### config.mk
export PLATFORM = sky130hd
export DESIGN_NAME = clock_div_edge_tracker_flat
export DESIGN_NICKNAME = d
export VERILOG_FILES = /design/src/rtl/clk_div_track_pkg.sv /design/src/rtl/clock_div_edge_tracker_if.sv /design/src/rtl/clk_div_period_meas.sv /design/src/rtl/clock_div_edge_tracker.sv /design/src/flat_wrapper.sv
export SDC_FILE = /design/constraint.sdc
export NUM_CORES = 1
export LEC_CHECK = 0
export CAP_MARGIN = 0
export CORE_MARGIN = 2
export CORE_UTILIZATION = 45
export DETAILED_ROUTE_END_ITERATION = 8
export MAX_ROUTING_LAYER = met4
export PLACE_DENSITY = 0.72
export SLEW_MARGIN = 10
export SYNTH_ARGS = -nofsm -noshare
export SYNTH_HDL_FRONTEND = slang
export SYNTH_SLANG_ARGS = --single-unit
### constraint.sdc
create_clock -name CLK -period 4.7 [get_ports CLK]
set_input_delay 0.94 -clock CLK [delete_from_list [all_inputs] [get_ports CLK]]
set_output_delay 0.94 -clock CLK [all_outputs]
set_load 0.1 [all_outputs]
### src/rtl/clk_div_track_pkg.sv
// Shared state encoding and default sizing for the divided-clock edge tracker.
package clk_div_track_pkg;

   localparam int DEF_WIDTH      = 4;
   localparam int DEF_LOCK_COUNT = 2;

   localparam logic [1:0] ENC_IDLE    = 2'b00;
   localparam logic [1:0] ENC_ACQUIRE = 2'b01;
   localparam logic [1:0] ENC_MEASURE = 2'b10;
   localparam logic [1:0] ENC_LOCKED  = 2'b11;

   typedef enum logic [1:0] {
      IDLE    = ENC_IDLE,
      ACQUIRE = ENC_ACQUIRE,
      MEASURE = ENC_MEASURE,
      LOCKED  = ENC_LOCKED
   } state_t;

endpackage

### src/rtl/clock_div_edge_tracker_if.sv
// Divided-clock observation bus: master drives the divided clock and gate, slave reports tracking.
interface clock_div_edge_tracker_if #(
   parameter int width = clk_div_track_pkg::DEF_WIDTH
);

   logic             DIV_IN;
   logic             GATE_IN;
   logic             PREEDGE;
   logic             LOCKED;
   logic             ERROR;
   logic [width-1:0] PERIOD;
   logic [width-1:0] HIGH_CNT;

   modport master (
      output DIV_IN, GATE_IN,
      input  PREEDGE, LOCKED, ERROR, PERIOD, HIGH_CNT
   );

   modport slave (
      input  DIV_IN, GATE_IN,
      output PREEDGE, LOCKED, ERROR, PERIOD, HIGH_CNT
   );

endinterface

### src/rtl/clk_div_period_meas.sv
// Rise detection and phase/high-time counters for the sampled divided clock.
// High-time counter exists only when CLK_DIV_TRACK_DUTY_EN is defined.
module clk_div_period_meas #(
   parameter int width = 4
) (
   input  logic             clk,
   input  logic             rst_n,
   input  logic             div_in,
   output logic             rise,
   output logic             timeout,
   output logic [width-1:0] ph,
   output logic [width-1:0] meas_period
`ifdef CLK_DIV_TRACK_DUTY_EN
   ,
   output logic [width-1:0] hi
`endif
);

   localparam logic [width-1:0] ALL_ONES = '1;
   localparam logic [width-1:0] W_ONE    = width'(1);

   logic d_q;

   assign rise        = div_in & ~d_q;
   assign timeout     = (ph == ALL_ONES) & ~rise;
   // ph holds at all-ones, so the captured period saturates instead of wrapping.
   assign meas_period = (ph == ALL_ONES) ? ALL_ONES : ph + W_ONE;

   always_ff @(posedge clk or negedge rst_n) begin
      if (!rst_n) begin
         d_q <= 1'b0;
         ph  <= '0;
      end else begin
         d_q <= div_in;
         if (rise)
            ph <= '0;
         else if (ph != ALL_ONES)
            ph <= ph + W_ONE;
      end
   end

`ifdef CLK_DIV_TRACK_DUTY_EN
   // The rise cycle itself is high, so a new high interval starts at one.
   always_ff @(posedge clk or negedge rst_n) begin
      if (!rst_n)
         hi <= '0;
      else if (rise)
         hi <= W_ONE;
      else if (div_in && (hi != ALL_ONES))
         hi <= hi + W_ONE;
   end
`endif

endmodule

### src/rtl/clock_div_edge_tracker.sv
// Fast-domain tracker for a divided, gated clock: measures period, locks, predicts rises.
// Define CLK_DIV_TRACK_DUTY_EN to also track high time and require it to match for lock.
module clock_div_edge_tracker
   import clk_div_track_pkg::*;
#(
   parameter int width      = DEF_WIDTH,
   parameter int lock_count = DEF_LOCK_COUNT
) (
   input  logic                   CLK,
   input  logic                   RST,
   clock_div_edge_tracker_if.slave bus,
   output state_t                 dbg_state
);

   localparam int MW = $clog2(lock_count + 1);
   localparam logic [MW-1:0]    M_ONE  = MW'(1);
   localparam logic [MW-1:0]    M_LOCK = MW'(lock_count);
   localparam logic [width-1:0] W_ONE  = width'(1);

   logic             rise;
   logic             timeout;
   logic [width-1:0] ph;
   logic [width-1:0] meas_period;
   state_t           state;
   logic [MW-1:0]    match;
   logic [MW-1:0]    match_nxt;
   logic             same;
   logic             locked_q;
   logic             error_q;
   logic [width-1:0] period_q;

`ifdef CLK_DIV_TRACK_DUTY_EN
   logic [width-1:0] hi;
   logic [width-1:0] high_q;

   clk_div_period_meas #(.width(width)) u_meas (
      .clk(CLK), .rst_n(RST), .div_in(bus.DIV_IN), .rise(rise), .timeout(timeout),
      .ph(ph), .meas_period(meas_period), .hi(hi)
   );

   assign same         = (meas_period == period_q) && (hi == high_q);
   assign bus.HIGH_CNT = high_q;
`else
   clk_div_period_meas #(.width(width)) u_meas (
      .clk(CLK), .rst_n(RST), .div_in(bus.DIV_IN), .rise(rise), .timeout(timeout),
      .ph(ph), .meas_period(meas_period)
   );

   assign same         = (meas_period == period_q);
   assign bus.HIGH_CNT = '0;
`endif

   // match==0 means no period captured yet in this acquisition, so nothing to compare against.
   assign match_nxt = ((match != '0) && same) ? match + M_ONE : M_ONE;

   always_ff @(posedge CLK or negedge RST) begin
      if (!RST) begin
         state    <= IDLE;
         match    <= '0;
         locked_q <= 1'b0;
         error_q  <= 1'b0;
         period_q <= '0;
`ifdef CLK_DIV_TRACK_DUTY_EN
         high_q   <= '0;
`endif
      end else begin
         error_q <= 1'b0;
         if (!bus.GATE_IN) begin
            state    <= IDLE;
            locked_q <= 1'b0;
            match    <= '0;
         end else begin
            case (state)
               IDLE: state <= ACQUIRE;
               ACQUIRE: begin
                  if (rise) begin
                     state <= MEASURE;
                     match <= '0;
                  end
               end
               MEASURE: begin
                  if (rise) begin
                     period_q <= meas_period;
`ifdef CLK_DIV_TRACK_DUTY_EN
                     high_q   <= hi;
`endif
                     match    <= match_nxt;
                     if (match_nxt == M_LOCK) begin
                        state    <= LOCKED;
                        locked_q <= 1'b1;
                     end
                  end else if (timeout) begin
                     state <= ACQUIRE;
                  end
               end
               LOCKED: begin
                  if (rise) begin
                     period_q <= meas_period;
`ifdef CLK_DIV_TRACK_DUTY_EN
                     high_q   <= hi;
`endif
                     if (!same) begin
                        error_q  <= 1'b1;
                        state    <= MEASURE;
                        locked_q <= 1'b0;
                        match    <= M_ONE;
                     end
                  end else if (timeout) begin
                     error_q  <= 1'b1;
                     state    <= ACQUIRE;
                     locked_q <= 1'b0;
                  end
               end
               default: state <= IDLE;
            endcase
         end
      end
   end

   assign bus.LOCKED  = locked_q;
   assign bus.ERROR   = error_q;
   assign bus.PERIOD  = period_q;
   assign bus.PREEDGE = locked_q & (ph == period_q - W_ONE);
   assign dbg_state   = state;

endmodule

### src/flat_wrapper.sv
// flat-port wrapper written by rule: the top's interface ports become plain ports
module clock_div_edge_tracker_flat import clk_div_track_pkg::*;
#(
   parameter int width      = DEF_WIDTH,
   parameter int lock_count = DEF_LOCK_COUNT
)
  (CLK, RST, dbg_state, bus_DIV_IN, bus_GATE_IN, bus_PREEDGE, bus_LOCKED, bus_ERROR, bus_PERIOD, bus_HIGH_CNT);
  clock_div_edge_tracker_if #(.width(width)) bus_i ();
  input  logic CLK;
  input  logic RST;
  output state_t dbg_state;
  input wire logic [$bits(bus_i.DIV_IN)-1:0] bus_DIV_IN;
  input wire logic [$bits(bus_i.GATE_IN)-1:0] bus_GATE_IN;
  output wire logic [$bits(bus_i.PREEDGE)-1:0] bus_PREEDGE;
  output wire logic [$bits(bus_i.LOCKED)-1:0] bus_LOCKED;
  output wire logic [$bits(bus_i.ERROR)-1:0] bus_ERROR;
  output wire logic [$bits(bus_i.PERIOD)-1:0] bus_PERIOD;
  output wire logic [$bits(bus_i.HIGH_CNT)-1:0] bus_HIGH_CNT;
  assign bus_i.DIV_IN = bus_DIV_IN;
  assign bus_i.GATE_IN = bus_GATE_IN;
  assign bus_PREEDGE = bus_i.PREEDGE;
  assign bus_LOCKED = bus_i.LOCKED;
  assign bus_ERROR = bus_i.ERROR;
  assign bus_PERIOD = bus_i.PERIOD;
  assign bus_HIGH_CNT = bus_i.HIGH_CNT;
  clock_div_edge_tracker #(.width(width), .lock_count(lock_count)) u_core (.CLK(CLK), .RST(RST), .bus(bus_i), .dbg_state(dbg_state));
endmodule
### Word level (Yosys, flattened, before mapping)

Index checks and enable logic that the tools add are counted.

| word-level totals | value |
|---|---|
| flip-flop bits (word level) | 15 |
| bits of input ports | 4 |
| word-level logic and storage cells | 72 |

| operators by class | value |
|---|---|
| add/subtract/negate cells | 3 |
| muxes and demuxes | 30 |
| bitwise logic cells | 5 |
| reduce and logical (&&, ||, !) cells | 9 |
| equality and inequality tests | 18 |

Operator list:

| kind | count |
|---|---|
| 2-bit 2-to-1 mux | 13 |
| 4-bit 2-to-1 mux | 3 |
| 3-bit != test, second input constant | 4 |
| 1-bit 2-to-1 mux | 11 |
| 5-bit AND reduction | 2 |
| 4-bit == test | 2 |
| 4-bit by 3-bit != test with 1-bit output, second input constant | 2 |
| 4-bit != test, second input constant | 2 |
| 2-bit case mux with 4 select lines | 1 |
| 2-bit == test, second input constant | 3 |
| 2-bit case mux with 3 select lines | 1 |
| 3-bit AND reduction | 2 |
| 4-bit by 1-bit adder with 4-bit output, second input constant | 1 |
| 4-bit == test, second input constant | 1 |
| 4-bit by 1-bit != test with 1-bit output, second input constant | 1 |
| 2-bit nonzero test | 2 |
| 4-bit by 1-bit subtractor with 4-bit output, second input constant | 1 |
| 1-bit AND | 3 |
| 3-bit by 1-bit != test with 1-bit output, second input constant | 1 |
| 3-bit by 2-bit != test with 1-bit output, second input constant | 1 |
| 2-bit by 1-bit adder with 2-bit output, second input constant | 1 |
| 2-bit by 1-bit == test with 1-bit output, second input constant | 1 |
| 2-bit logical NOT | 1 |
| 1-bit NOT | 2 |
| other kinds (3) | 3 |

### Logic depth before layout (Yosys ltp)

Gate-level depths: netlist of run 1.

| depth | value |
|---|---|
| depth after elaboration | 10 |
| depth in mapped cells | 7 |

### Cells and area by module

A second synthesis of run 1 with hierarchy kept.

| second synthesis, totals | value |
|---|---|
| cells, all modules | 104 |
| area total of the unflattened synthesis | 970.9 sq um |

Modules (own cells, without submodules):

| module | area each (sq um) | times used | seq. area each (sq um) | cells each |
|---|---|---|---|---|
| clock_div_edge_tracker | 720.7 | 1 | 250.2 | 78 |
| clk_div_period_meas | 250.2 | 1 | 125.1 | 26 |

### Worst setup path before layout of run 1

No wires, ideal clock.

| timing | value |
|---|---|
| kind | reg-to-output |
| start point | register u_core.period_q[0], in the netlist u_core.bus.PERIOD[0] |
| end point | output port bus_PREEDGE |
| cell stages (with the launch flop) | 6 |
| arrival time | 3.881 ns |
| setup slack | -0.121 ns |
| path buffers | 0 |
| path through | dfrtp_1 > inv_1 > ha_1 > xnor2_1 > or3_1 > nor3_1 |

| on the way | value |
|---|---|
| longest elaborated chain between the ends | 3 |

Ends and longest elaborated chain:

| what | line | text |
|---|---|---|
| from (decl) | clock_div_edge_tracker.sv:30 | `logic [width-1:0] period_q;` |
| from (signal assigned) | clock_div_edge_tracker.sv:83 | `period_q <= meas_period;` |
| from (signal assigned) | clock_div_edge_tracker.sv:98 | `period_q <= meas_period;` |
| 4-bit by 1-bit subtractor with 4-bit output | clock_div_edge_tracker.sv:123 | `assign bus.PREEDGE = locked_q & (ph == period_q - W_ONE);` |
| 4-bit == test | clock_div_edge_tracker.sv:123 |  |
| 1-bit AND | clock_div_edge_tracker.sv:123 |  |
| to (decl) | flat_wrapper.sv:14 | `output wire logic [$bits(bus_i.PREEDGE)-1:0] bus_PREEDGE;` |

No other way between the ends.

### Worst setup path after layout of run 1

Same ends and word-level chain as after synthesis.

==> impl_metrics.csv, run 1 <==
group,metric,value,unit
status,run_status,"finished clean",
route,drt-initial-drc-count,17,
power_and_ir_drop,clock_power_share,0.113,
logic_synthesis,synth_area_leader_cell,"dfrtp_1",
clock_network,clock_path_buffers,2,
finish,drive_gt1_frac,0.0873,
clock_network,clock_tree.root_cell,"clkbuf_4",
finish,final.fill_count,218,
placement,dpl_ws,1280,ps
placement,post-place-cells,150,
route,avgViaCountPerCell,5.27,
route,drt-total-wl,1.81,mm
worst_setup_path,critical_path.endpoint_type,"output pin",
sta,totalNegativeSetupSlack,0,ps
worst_setup_path,worst-path-stages,6,
power_and_ir_drop,cellLeakagePower,0.493,nW
logic_synthesis,yosys.cell_count.top_type,"dfrtp_1",
logic_synthesis,dominantRegCellSynth,"dfrtp_1",
worst_setup_path,register_to_register_path_setup_slack,2440,ps
worst_setup_path,timing.critical_path.arrival,2760,ps
grt,maximum_number_of_pins_on_one_net_before_global_route_repair,16,
logic_synthesis,synth_edf_count,0,
sta,final.setup.worst_slack,996,ps
worst_setup_path,rr_worst_depth,7,
grt,via_count_of_the_first_global_routing_pass,754,
flow_run,cap_violations,0,
grt,wire_length_of_the_first_global_routing_pass,3.17,mm
grt,grt-busiest-layer,"met2",
logic_synthesis,synth.top_cell.area_share,0.372,
sta,worst-slew-pin-transition,969,ps
sta,layout_worst_path_cycle_share,0.788,
worst_setup_path,crit_family,"buffers and inverters",
power_and_ir_drop,internal_pwr_total,0.000313,W
grt,grt.met1_usage,0.215,
clock_network,cts-buffers-inserted,3,
finish,synthToLayoutAreaGrowth,14.5,%
logic_synthesis,synth_area_per_cell,8.69,sq um
worst_setup_path,cells_traversed_along_the_worst_timing_path,"inv_1 > ha_1 > xnor2_1 > or3_1 > nor3_2 > clkdlybuf4s50_1",
die,floorplan.die_area,2640,sq um
sta,relative_max_transition_margin,0.352,
die,standard_cell_row_count,17,
logic_synthesis,synth_cell_types,36,
clock_network,clk-insertion-delay-late,280,ps
power_and_ir_drop,switchingPower,0.000328,W
sta,achievable-frequency,0.270,GHz
grt,use_met2,0.242,
die,initial_core_util,0.465,
logic_synthesis,synth-warning-count,0,
worst_setup_path,crit_path_max_fanout,5,
clock_network,tritoncts_num_sinks,15,
grt,globalRouteTotalUtil,0.163,
clock_network,post_cts_hold_buffer_count,0,
route,routed_wire_length_per_instance,11.7,um
clock_network,tritoncts,"done",
placement,final_gp_congestion,0.846,
sta,layout_min_cycle_time,3700,ps
sta,hold_violations,0,
finish,n_antenna_cell,0,
die,coreArea,2170,sq um
clock_network,post_cts.repair.setup_buffers,0,
logic_synthesis,synth_area,1010,sq um
route,remaining_design_rule_violation_count,0,
grt,gr-total-overflow,0,
sta,rsz_0062_raised_after_global_routing,"no",
finish,net_count_final,134,
worst_setup_path,timing.critical_path.from_type,"flip-flop",
route,postRouteAntennaNets,0,
placement,buffer_ports.inserted,12,
logic_synthesis,ys_seq_area_frac,0.372,
placement,dp_hpwl,1.40,mm
worst_setup_path,critical_path.slowest_cell,"clkdlybuf4s50_1",
die,top_level_ports,17,
die,die_height,51.3,um
die,dieWidth,51.3,um
grt,grtUsageMet3,0.0468,
logic_synthesis,yosys-top-cells-count,"dfrtp_1 (15), nand2_1 (13), o21ai_0 (9)",
power_and_ir_drop,switching_share,0.511,
logic_synthesis,synthesized_flop_and_latch_total,15,
sta,timing.final.max_slew_violations,0,
clock_network,htreeDepth,1,
sta,fin_skew,6.40,ps
logic_synthesis,netlist_instances,116,
logic_synthesis,synth_area_leaders,"dfrtp_1 (37%), xnor2_1 (5.2%), nand2_1 (4.8%), o21ai_0 (4.5%), buf_4 (3.7%)",
worst_setup_path,critPathMaxStageDelay,1140,ps
worst_setup_path,count_of_buffer_and_inverter_cells_on_the_critical_path,2,
route,drt_pre_antenna_iters,4,
power_and_ir_drop,seq_power_share,0.307,
power_and_ir_drop,pwr_density_cell,555,nW/um^2
clock_network,postCtsResizedCells,0,
worst_setup_path,setup.worst_path.class,"flip-flop to output pin",
worst_setup_path,worstPathRequired,3760,ps
logic_synthesis,async_flop_share,1.00,
power_and_ir_drop,comb_power_share,0.580,
worst_hold_path,hold_depth,2,
clock_network,clkSlewWorstSetupHoldPaths,90,ps
worst_hold_path,worstHoldPathType,"flip-flop to flip-flop",
finish,finish.cell_count_without_fillers,154,
power_and_ir_drop,vdd_drop_max,0.000364,V
grt,antenna_found_initial,0,
sta,setup_viol,0,
route,dr_total_vias,811,
## metrics by stage
stage	area, sq um	utilization	hold slack, ps	total power (W)
floorplan	1020	-	441	0.000510
global placement	1130	0.520	460	0.000567
detailed placement	1130	0.520	477	0.000572
CTS	1150	0.532	505	0.000645
global route	1150	0.532	538	0.000683
finish	1150	0.532	501	0.000641
## final timing paths
kind | from | endpoint
min in group asynchronous | RST | u_core.dbg_state[0]
max in group asynchronous | RST | u_core.u_meas.ph[1]
max reg2reg | u_core.u_meas.ph[0] | u_core.bus.LOCKED
max | u_core.bus.PERIOD[0] | bus_PREEDGE
min reg2reg | u_core.match[1] | u_core.match[1]
min | u_core.match[1] | u_core.match[1]
## cell type report
cell class / instances / area [sq um] / share of cell area
tap: 28 / 35.0 / 0.0303
timing repair buffer: 12 / 120 / 0.104
clock buffer: 3 / 22.5 / 0.0195
clock inverter: 1 / 5.00 / 0.00433
sequential: 15 / 375 / 0.325
inverter: 5 / 18.8 / 0.0163
multi-input combinational: 90 / 578 / 0.501
## registers in the layout (all words and copies together), names as in the netlist
register           count
u_core.bus.PERIOD      4
u_core.u_meas.ph       4
u_core.dbg_state       2
u_core.match           2
u_core.bus.ERROR       1
u_core.bus.LOCKED      1
u_core.u_meas.d_q      1
## power groups by stage
stage | Clock (W) | Sequential (W) | Combinational [W]
after floorplan | 0 | 0.000275 | 0.000235
after global placement | 0 | 0.000197 | 0.000370
after detailed placement | 0 | 0.000199 | 0.000372
after CTS | 0.0000755 | 0.000196 | 0.000373
after global routing | 0.0000804 | 0.000203 | 0.000399
final | 0.0000724 | 0.000197 | 0.000371
## worst min-delay path: stages, from the launching register on
cell,delay [ps]
dfrtp_1,370
nand2_1,50
o41ai_1,50
## cell usage in the layout, fill, tap and decap left out, types with 5 or more instances in the layout
master / netlist / routed
clkdlybuf4s50_1: 0 / 12
dfrtp_1: 15 / 15
inv_1: 5 / 5
nand2_1: 13 / 13
nor2_1: 7 / 7
o21ai_0: 9 / 9
xnor2_1: 6 / 6
## metal layers
layer / up-vias / routed length, um / part of all wire
met5: - / 0 / 0
met4: 0 / 17 / 0.0094
met3: 2 / 78 / 0.043
met2: 21 / 820 / 0.45
met1: 376 / 888 / 0.49
li1: 412 / - / -
## logic make-up (layout without fill, tap and decap cells)
family / Yosys count / in the layout / share of synthesized area
AO/OA/AOI/OAI: 24 / 24 / 0.165
XOR/XNOR: 6 / 6 / 0.0521
adder cells (fa/ha/maj): 3 / 3 / 0.0372
buffers and inverters: 14 / 21 / 0.0707
flip-flops: 15 / 15 / 0.372
multiplexers: 1 / 1 / 0.00993
other: 1 / 4 / 0.00372
AND/OR/NAND/NOR: 52 / 52 / 0.289
Power figures use the tool's default switching activity.
==> run 2, diff against run 1 <==
clock period = 3.6 ns   (was 4.7 ns; I/O delays follow)
==> impl_metrics.csv, run 2 (synthesis gave the netlist of run 1 again) <==
group,metric,value,unit
die,dieWidth,51.3,um
sta,final.setup.worst_slack,898,ps
finish,n_antenna_cell,0,
clock_network,clk-insertion-delay-late,290,ps
sta,layout_min_cycle_time,2700,ps
worst_setup_path,setup.worst_path.class,"flip-flop to output pin",
clock_network,postCtsResizedCells,0,
worst_setup_path,rr_endpoint,"u_core.bus.LOCKED",
die,standard_cell_row_count,17,
power_and_ir_drop,internal_pwr_total,0.000410,W
die,coreArea,2170,sq um
grt,antenna_found_initial,0,
sta,setup_viol,0,
worst_hold_path,min_to,"u_core.match[0]",
worst_hold_path,worst_hold_startpoint,"u_core.match[0]",
route,avgViaCountPerCell,5.44,
sta,totalNegativeSetupSlack,0,ps
finish,net_count_final,135,
grt,maximum_number_of_pins_on_one_net_before_global_route_repair,16,
route,drt-total-wl,1.99,mm
route,postRouteAntennaNets,0,
finish,post-route-cell-area,1160,sq um
route,drt_pre_antenna_iters,4,
worst_setup_path,worstPathRequired,2880,ps
route,routed_wire_length_per_instance,12.8,um
worst_setup_path,timing.critical_path.arrival,1980,ps
grt,via_count_of_the_first_global_routing_pass,751,
sta,fin_skew,0.578,ps
clock_network,cts-buffers-inserted,3,
finish,drive_gt1_frac,0.110,
worst_hold_path,hold_depth,1,
finish,synthToLayoutAreaGrowth,15.4,%
sta,layout_worst_path_cycle_share,0.750,
die,top_level_ports,17,
finish,layout.cells.most_common,"dfrtp_1",
clock_network,tritoncts,"done",
worst_setup_path,crit_path_max_fanout,5,
sta,rsz_0062_raised_after_global_routing,"no",
sta,relative_max_transition_margin,0.353,
clock_network,tritoncts_num_sinks,15,
sta,hold_violations,0,
route,drt-initial-drc-count,13,
power_and_ir_drop,switchingPower,0.000447,W
power_and_ir_drop,clock_power_share,0.117,
power_and_ir_drop,seq_power_share,0.299,
power_and_ir_drop,cellLeakagePower,0.500,nW
sta,timing.final.max_slew_violations,0,
power_and_ir_drop,pwr_density_cell,736,nW/um^2
power_and_ir_drop,vdd_drop_max,0.000405,V
worst_setup_path,critical_path.endpoint_type,"output pin",
sta,timing.hold.ws,481,ps
route,dr_total_vias,843,
clock_network,clkSlewWorstSetupHoldPaths,90,ps
worst_setup_path,register_to_register_path_setup_slack,1330,ps
worst_setup_path,timing.critical_path.from_type,"flip-flop",
placement,dpl_ws,1210,ps
worst_hold_path,worstHoldPathType,"flip-flop to flip-flop",
clock_network,htreeDepth,1,
placement,dpl-instance-area,1140,sq um
route,remaining_design_rule_violation_count,0,
sta,achievable-frequency,0.370,GHz
flow_run,cap_violations,0,
sta,worst-slew-pin-transition,967,ps
grt,gr-total-overflow,0,
grt,wire_length_of_the_first_global_routing_pass,3.40,mm
power_and_ir_drop,comb_power_share,0.584,
placement,buffer_ports.inserted,12,
clock_network,post_cts_hold_buffer_count,0,
placement,dp_hpwl,1.49,mm
worst_setup_path,reg2reg_from,"u_core.u_meas.ph[0]",
grt,globalRouteTotalUtil,0.179,
die,floorplan.die_area,2640,sq um
clock_network,clock_path_buffers,2,
die,die_height,51.3,um
clock_network,post_cts.repair.setup_buffers,0,
worst_setup_path,rr_worst_depth,7,
clock_network,clock_tree.root_cell,"clkbuf_4",
status,run_status,"finished clean",
die,initial_core_util,0.465,
finish,postLayoutCoreUtil,0.536,
finish,most-common-layout-cells,"dfrtp_1 (15), nand2_1 (13), clkdlybuf4s50_1 (10)",
power_and_ir_drop,switching_share,0.521,
placement,final_gp_congestion,0.864,
## run 2: final cells by class
type | count | area [sq um]
Sequential cell | 15 | 375
Fill cell | 220 | 1010
Clock buffer | 3 | 22.5
Multi-Input combinational cell | 90 | 584
Inverter | 5 | 18.8
Timing Repair Buffer | 13 | 123
Clock inverter | 1 | 5.00
Tap cell | 28 | 35.0
## run 2: per-stage QoR
stage                     instances  power [W]
final                           155   0.000857
after CTS                       155   0.000864
after global routing            155   0.000911
after floorplan                 119   0.000676
after detailed placement        151   0.000760
after global placement          151   0.000750
## run 2: critical path, cell delays in order, from the launching register on
cell and delay (ps):
dfrtp_1 420, inv_1 80, ha_1 310, xnor2_1 120
or3_1 340, nor3_4 110, buf_4 300
## run 2: per-layer routing
layer	wire length, um	up-vias	track usage	part of all wire
met5	0	-	-	0
met1	928	412	0.241	0.47
li1	-	415	-	-
met2	978	11	0.277	0.49
met3	41	5	0.0175	0.021
met4	38	0	0.0789	0.019
## run 2: worst max-delay path by stage
| stage | start | to | slack, ps |
|---|---|---|---|
| after floorplan | u_core.bus.PERIOD[0] | bus_PREEDGE | 240 |
| after global placement | u_core.bus.PERIOD[0] | bus_PREEDGE | 1240 |
| after detailed placement | u_core.bus.PERIOD[0] | bus_PREEDGE | 1210 |
| after CTS | u_core.bus.PERIOD[0] | bus_PREEDGE | 880 |
| after global routing | u_core.bus.PERIOD[0] | bus_PREEDGE | 770 |
| final | u_core.bus.PERIOD[0] | bus_PREEDGE | 900 |
## run 2: power groups by stage
| stage | clock network (W) | registers (W) | logic (W) |
|---|---|---|---|
| final | 0.000100 | 0.000256 | 0.000500 |
| after global routing | 0.000108 | 0.000266 | 0.000537 |
| after CTS | 0.000104 | 0.000256 | 0.000504 |
| after detailed placement | 0 | 0.000259 | 0.000501 |
| after global placement | 0 | 0.000256 | 0.000494 |
| after floorplan | 0 | 0.000359 | 0.000317 |
